<file path="config.mk">
export PLATFORM = sky130hd
export DESIGN_NAME = regfile_32x32
export DESIGN_NICKNAME = d
export VERILOG_FILES = /design/src/rtl/regfile_32x32.sv
export SDC_FILE = /design/constraint.sdc
export NUM_CORES = 2
export LEC_CHECK = 0
export BUFFER_PORTS_ARGS = -buffer_cell sky130_fd_sc_hd__buf_2
export CORE_ASPECT_RATIO = 1.25
export CORE_MARGIN = 1.5
export CORE_UTILIZATION = 52
export DETAILED_ROUTE_END_ITERATION = 10
export GPL_TIMING_DRIVEN = 0
export PLACE_DENSITY = 0.68
export SLEW_MARGIN = 20
export SYNTH_ARGS = -nofsm -noshare
export SYNTH_HDL_FRONTEND = slang
export SYNTH_SLANG_ARGS = --single-unit
</file>
<file path="constraint.sdc">
create_clock -name clk -period 2.2 [get_ports clk]
set_clock_uncertainty 0.1 [all_clocks]
set_input_delay 0.11 -clock clk [delete_from_list [all_inputs] [get_ports clk]]
set_output_delay 0.11 -clock clk [all_outputs]
set_load 0.01 [all_outputs]
</file>
<file path="src/rtl/regfile_32x32.sv">
// Purpose : 32-entry register file with two combinational read ports and one synchronous write port.
// Latency : writes land on the rising edge after wr_en is sampled; reads are combinational (zero cycles).
// Backpres: none; every write is accepted each cycle, and the file never stalls the producer or consumer.
//
// Ports
//   clk       rising-edge clock for all storage updates
//   rst_n     asynchronous active-low reset; clears every register immediately
//   wr_en     write enable, sampled on the rising clock edge
//   wr_addr   index of the register to write
//   wr_data   data to write
//   rd_addr1  read port 1 index
//   rd_addr2  read port 2 index
//   rd_data1  read port 1 data (combinational)
//   rd_data2  read port 2 data (combinational)
//
// Build option
//   REGFILE_BYPASS_EN  when defined, a read of the register being written this
//                      cycle returns wr_data immediately instead of the old contents.
//                      Stored contents after every edge are the same in both builds.
//
// Parameters
//   WIDTH     data width of each register and of the data ports
//   ZERO_REG  1: register 0 is hard-wired to zero and ignores writes
//             0: register 0 is ordinary storage

module regfile_32x32 #(
    parameter int WIDTH    = 32,
    parameter bit ZERO_REG = 1'b1
) (
    input  logic             clk,
    input  logic             rst_n,
    input  logic             wr_en,
    input  logic [4:0]       wr_addr,
    input  logic [WIDTH-1:0] wr_data,
    input  logic [4:0]       rd_addr1,
    input  logic [4:0]       rd_addr2,
    output logic [WIDTH-1:0] rd_data1,
    output logic [WIDTH-1:0] rd_data2
);

    localparam int DEPTH = 32;

    // ------------------------------------------------------------------
    // Storage
    // ------------------------------------------------------------------
    logic [WIDTH-1:0] regs [DEPTH];

    // ------------------------------------------------------------------
    // Write decoder
    // wr_sel is one-hot when wr_en is high and all-zero otherwise.
    // wr_mask removes register 0 when it is hard-wired, so a write to
    // address 0 becomes a harmless no-op rather than a special case.
    // ------------------------------------------------------------------
    logic [DEPTH-1:0] wr_sel;
    logic [DEPTH-1:0] wr_mask;

    always_comb begin
        wr_sel = '0;
        if (wr_en) begin
            wr_sel[wr_addr] = 1'b1;
        end
    end

    always_comb begin
        wr_mask = wr_sel;
        if (ZERO_REG) begin
            wr_mask[0] = 1'b0;
        end
    end

    // ------------------------------------------------------------------
    // Register array
    // One process owns the whole array so that every element has a
    // single driver. Reset wins over a concurrent write because the
    // asynchronous branch takes priority.
    // ------------------------------------------------------------------
    always_ff @(posedge clk or negedge rst_n) begin
        if (!rst_n) begin
            for (int i = 0; i < DEPTH; i++) begin
                regs[i] <= '0;
            end
        end else begin
            for (int i = 0; i < DEPTH; i++) begin
                if (wr_mask[i]) begin
                    regs[i] <= wr_data;
                end
            end
        end
    end

    // ------------------------------------------------------------------
    // Read ports
    // The stored value is forced to zero for address 0 when hard-wired,
    // which keeps the read side correct even if the storage flop for
    // register 0 is later removed by synthesis.
    // ------------------------------------------------------------------
    logic [WIDTH-1:0] stored1;
    logic [WIDTH-1:0] stored2;

    always_comb begin
        stored1 = regs[rd_addr1];
        if (ZERO_REG && (rd_addr1 == 5'd0)) begin
            stored1 = '0;
        end
    end

    always_comb begin
        stored2 = regs[rd_addr2];
        if (ZERO_REG && (rd_addr2 == 5'd0)) begin
            stored2 = '0;
        end
    end

`ifdef REGFILE_BYPASS_EN
    // Forwarding reuses wr_mask: it already encodes wr_en, the target
    // address and the register-0 exclusion, so the forward condition is
    // exactly "this register is about to be written". rst_n gating keeps
    // reads at zero while reset is held.
    logic fwd1;
    logic fwd2;

    always_comb begin
        fwd1 = rst_n && wr_mask[rd_addr1];
        fwd2 = rst_n && wr_mask[rd_addr2];
    end

    always_comb begin
        rd_data1 = stored1;
        if (fwd1) begin
            rd_data1 = wr_data;
        end
    end

    always_comb begin
        rd_data2 = stored2;
        if (fwd2) begin
            rd_data2 = wr_data;
        end
    end
`else
    // Without forwarding, a same-cycle read of the register being
    // written sees the old contents until the edge.
    always_comb begin
        rd_data1 = stored1;
        rd_data2 = stored2;
    end
`endif

endmodule

</file>
# Yosys cells after proc, flatten, opt, wreduce, memory -nomap -nowiden
# Cells that the tools add are included.
# Widths: inputs -> output; s select.
[word_totals]
regBits = 992
output_inout_bits = 64
[classes]
magnitude_cmp = 4
mux = 11
bitwise_logic = 2
reduce_logical = 3
[ops]
columns = ["op", "n"]
rows = [
  ["$bmux 32 s5", 2],
  ["$mux 32", 7],
  ["$ge 6x6->1 const B", 2],
  ["$not 5->6", 2],
  ["$logic_not 5->1", 2],
  ["$lt 5x6->1 const B", 1],
  ["$demux 1 s5", 1],
  ["$ge 5x1->1 const B", 1],
  ["$logic_and 1x1->1", 1],
  ["$mux 1", 1],
]

# Longest topological paths before layout
[logic_depth]
ltp_word = 5
mapped_depth = 9
depth_no_buf = 4

# Least setup slack after synthesis
# Ideal clock, no wire load.
[synth_timing]
path_type = "in2out"
from = "input port rd_addr1[1]"
to = "output port rd_data1[13]"
arrival_time_ns = 1.520
required_time_ns = 1.990
slack_ns = 0.470
stages = 8
path_buffers = 4
path_cell_list = "buf_6 > buf_6 > or2_1 > buf_4 > buf_6 > o22ai_1 > nor3_1 > nor4_1"
[synth_via]
elab_chain_len = 5
word_cells_on_any_way = 6
[synth_rtl]
columns = ["element", "line_no", "rtl"]
rows = [
  ["start, declared", "35", "input logic [4:0] rd_addr1,"],
  ["$not 5->6 (not written as such)", "101", "stored1 = regs[rd_addr1];"],
  ["$bmux 32 s5", "101", ""],
  ["$mux 32 (not written as such) (2 in a row)", "101", ""],
  ["$mux 32 (*)", "102", "if (ZERO_REG && (rd_addr1 == 5'd0)) begin"],
  ["end, declared", "37", "output logic [WIDTH-1:0] rd_data1,"],
]
# Mark *: on every way between the ends. The rest lies on a longest branch, timed or not. The select of a mux whose other input is x is not followed.

# Final worst setup path
[layout_timing]
from = "input port rd_addr1[1]"
to = "output port rd_data1[5]"
# Same word-level chain as after synthesis.

==> results_dict.tcl <==
set metrics [dict create \
    synth_fp_nets 4134 \
    synth_area_um2 53900 \
    top_regs "regs: 992 flops" \
    grt_start_max_net_pins 139 \
    fin_ws_ns -0.565 \
    timing.critical_path.slowest_stage_cell "clkdlybuf4s15_2" \
    period_needed_ns 2.76 \
    status "finished, violations left" \
    cp.required_ns 1.99 \
    post-dp-hpwl_um 153000 \
    critPathBufInv 5 \
    crit_top_cell "buf_6" \
    placed_cell_area_um2 56400 \
    finalNonFillerCells 5770 \
    die-width_um 291 \
    finalPower_uw 56500 \
    use_met3_pct 10.3 \
    endpoint_kind "primary output" \
    drive_gt1_share_pct 47.4 \
    ys_ff_latch 992 \
    hp-class "input port to asynchronous set/reset pin" \
    num_vias 39900 \
    largest_reg_flops 992 \
    start_util_pct 52.6 \
    crit-reg2reg-launch "regs[753]$_DFFE_PN0P_" \
    via_per_inst 6.91 \
    fill_cells 7984 \
    syn2layout_area_growth_pct 17.0 \
    cts_tree "done" \
    crit_chain "buf_6, buf_6, buf_6, nand2_4, clkdlybuf4s15_2, o22ai_1, nor3_1, nor3_4, buf_2" \
    r2r-end "regs[753]$_DFFE_PN0P_" \
    critical_path.max_stage_delay_ns 0.64 \
    finalHoldViolations 141 \
    final_common_cell "mux2_2" \
    finalSetupViolCount 64 \
    final_area_um2 63100 \
    wl_per_cell_um 36.4 \
    grt_pass1_vias 39800 \
    io_buffers 108 \
    antenna_found_initial 12 \
    die_y_um 363 \
    drv_slew 0 \
    period_share_pct 126 \
    syn_inst 4084 \
    clock_latency_ns 0.71 \
    worst_pin_slew_ns 1.06 \
    final-seq-area_um2 24800 \
    slew_headroom_pct 29.2 \
    cp-start-kind "input port" \
    max-cap-violations 0 \
    cts-root-buf "clkbuf_16" \
    postSynthAreaPerCell_um2 13.2 \
    synth_top_area_cell "dfrtp_1" \
    cts_num_sinks 992 \
    worstPathArrival_ns 2.55 \
    final_cell_mix "mux2_2 (1046), dfrtp_1 (992), mux2i_1 (640)" \
    cts_buffers 103 \
    largest-register "regs" \
    gp_congestion 1.00 \
    nNetsFinal 4402 \
    drt_iter0_markers 4382 \
    ios 114 \
    multi_input_area_um2 29100 \
    synthTopCellsByArea "dfrtp_1 (46%), mux2_2 (22%), mux2i_1 (12%)" \
    path_delay_family "buffers and inverters" \
    rrSetupSlack_ns 1.18 \
    r2r_cells 2 \
    num_rows 131 \
    dp_cells 5531 \
    violations "hold timing, setup timing" \
    seq_area_frac_synth_pct 46.0 \
    cts_hold_buf 35 \
    endpoint "rd_data1[5]" \
    criticalPathCategory "input port to primary output" \
    synth_top_area_share_pct 46.0 \
    crit_cells 9 \
    finalWirelength_um 210000 \
    ir_drop_uv 575 \
    grt-ovfl-total 0 \
    dieArea_um2 106000 \
    hold-worst-slack_ns -0.558 \
    grt_first_pass_wirelength_um 294000 \
    ant_nets 0 \
    clk_pin_slew_worst_paths_ns 0.06 \
    core_area_um2 102000 \
    grtUsageTotal_pct 39.4 \
    htreeDepth 3 \
    power-per-cell-area_nw_per_um2 895 \
    cp-startpoint "rd_addr1[1]" \
    max_freq_ghz 0.362 \
    p_leak_uw 0.0280 \
    first_pass_iters 7 \
    rsz0062_at_grt "true" \
    cts_buffer_depth 3 \
    met1_usage_pct 47.8 \
    synth_cell_types 38 \
    drc 0 \
    busiest_layer "met2" \
    synth_warnings 0 \
    grt_use_met2_pct 59.6 \
    crit_fanout 10 \
]
==> Yosys cell counts (all sizes together) <==
master / count
mux2: 1056
nand2b: 8
a22o: 5
and2: 3
nor2: 18
a22oi: 64
nor2b: 66
a221o: 64
a21oi: 59
o22ai: 256
nand2: 21
dfrtp: 992
a31oi: 5
and3b: 1
nor4: 59
mux2i: 640
a211oi: 59
nor3b: 5
nor3: 134
clkbuf: 173
or3b: 1
or2: 7
mux4: 128
nand3: 2
and3: 1
nand3b: 3
buf: 254
==> power by group <==
part           leakage, uW  switching [uW]  total (uW)  internal, uW
Sequential          0.0127            2740       24600         21800
Combinational       0.0136            6490       13100          6620
Clock              0.00178            7810       18800         11000
Total               0.0280           17000       56500         39500
==> timing repair <==
item | CTS | global route
cloned | 0 | 2
resized for setup | 475 | 132
hold endpoints to repair | 191 | 127
pin swaps | 95 | 41
setup buffers | 8 | 2
setup endpoints to repair | 64 | 320
==> worst register-to-register path, stage by stage (launching register included) <==
cell     delay, ns
dfrtp_1       0.41
buf_4         0.14
mux2_2        0.26
==> kinds of logic after synthesis <==
logic type             Yosys count  synth area share (%)
muxes                         1824                  39.3
AOI/OAI and AO/OA              512                  6.56
buffers and inverters          427                  4.35
and+or+nand+nor                329                  3.79
DFF                            992                  46.0
==> how the worst min path moves through the flow <==
stage | from | endpoint | slack [ns]
2_1_floorplan | rst_n | regs[0]$_DFFE_PN0P_ | -0.29
5_1_grt | rst_n | regs[67]$_DFFE_PN0P_ | -0.51
6_report | rst_n | regs[67]$_DFFE_PN0P_ | -0.56
4_1_cts | rst_n | regs[67]$_DFFE_PN0P_ | -0.54
3_3_place_gp | wr_data[2] | regs[34]$_DFFE_PN0P_ | 0.35
3_5_place_dp | rst_n | regs[70]$_DFFE_PN0P_ | -0.06
==> cell type report <==
type                       instances  area share (%)
tap                             1330            2.64
clock buffer                     157            5.06
timing repair buffer             164            2.08
sequential                       992            39.3
buffer                           426            4.21
clock inverter                    28           0.603
antenna                            8          0.0317
multi-input combinational       2665            46.0
==> stage by stage <==
stage / worst slack (ns) / TNS (ns) / util [%]
2_1_floorplan: 0.470 / 0 / -
3_3_place_gp: -21.00 / - / 54.8
3_5_place_dp: -1.28 / -194.65 / 55.1
4_1_cts: -0.405 / -18.61 / 60.9
5_1_grt: -0.480 / -20.60 / 61.6
6_report: -0.565 / -20.92 / 61.6
==> metal layers <==
metal  up-vias  wire, um
met1     20600     76300
met4         8     18200
met2      2449     94200
met3       782     21500
met5         -        71
li1      16000         -
(Power assumes the default switching activity.)
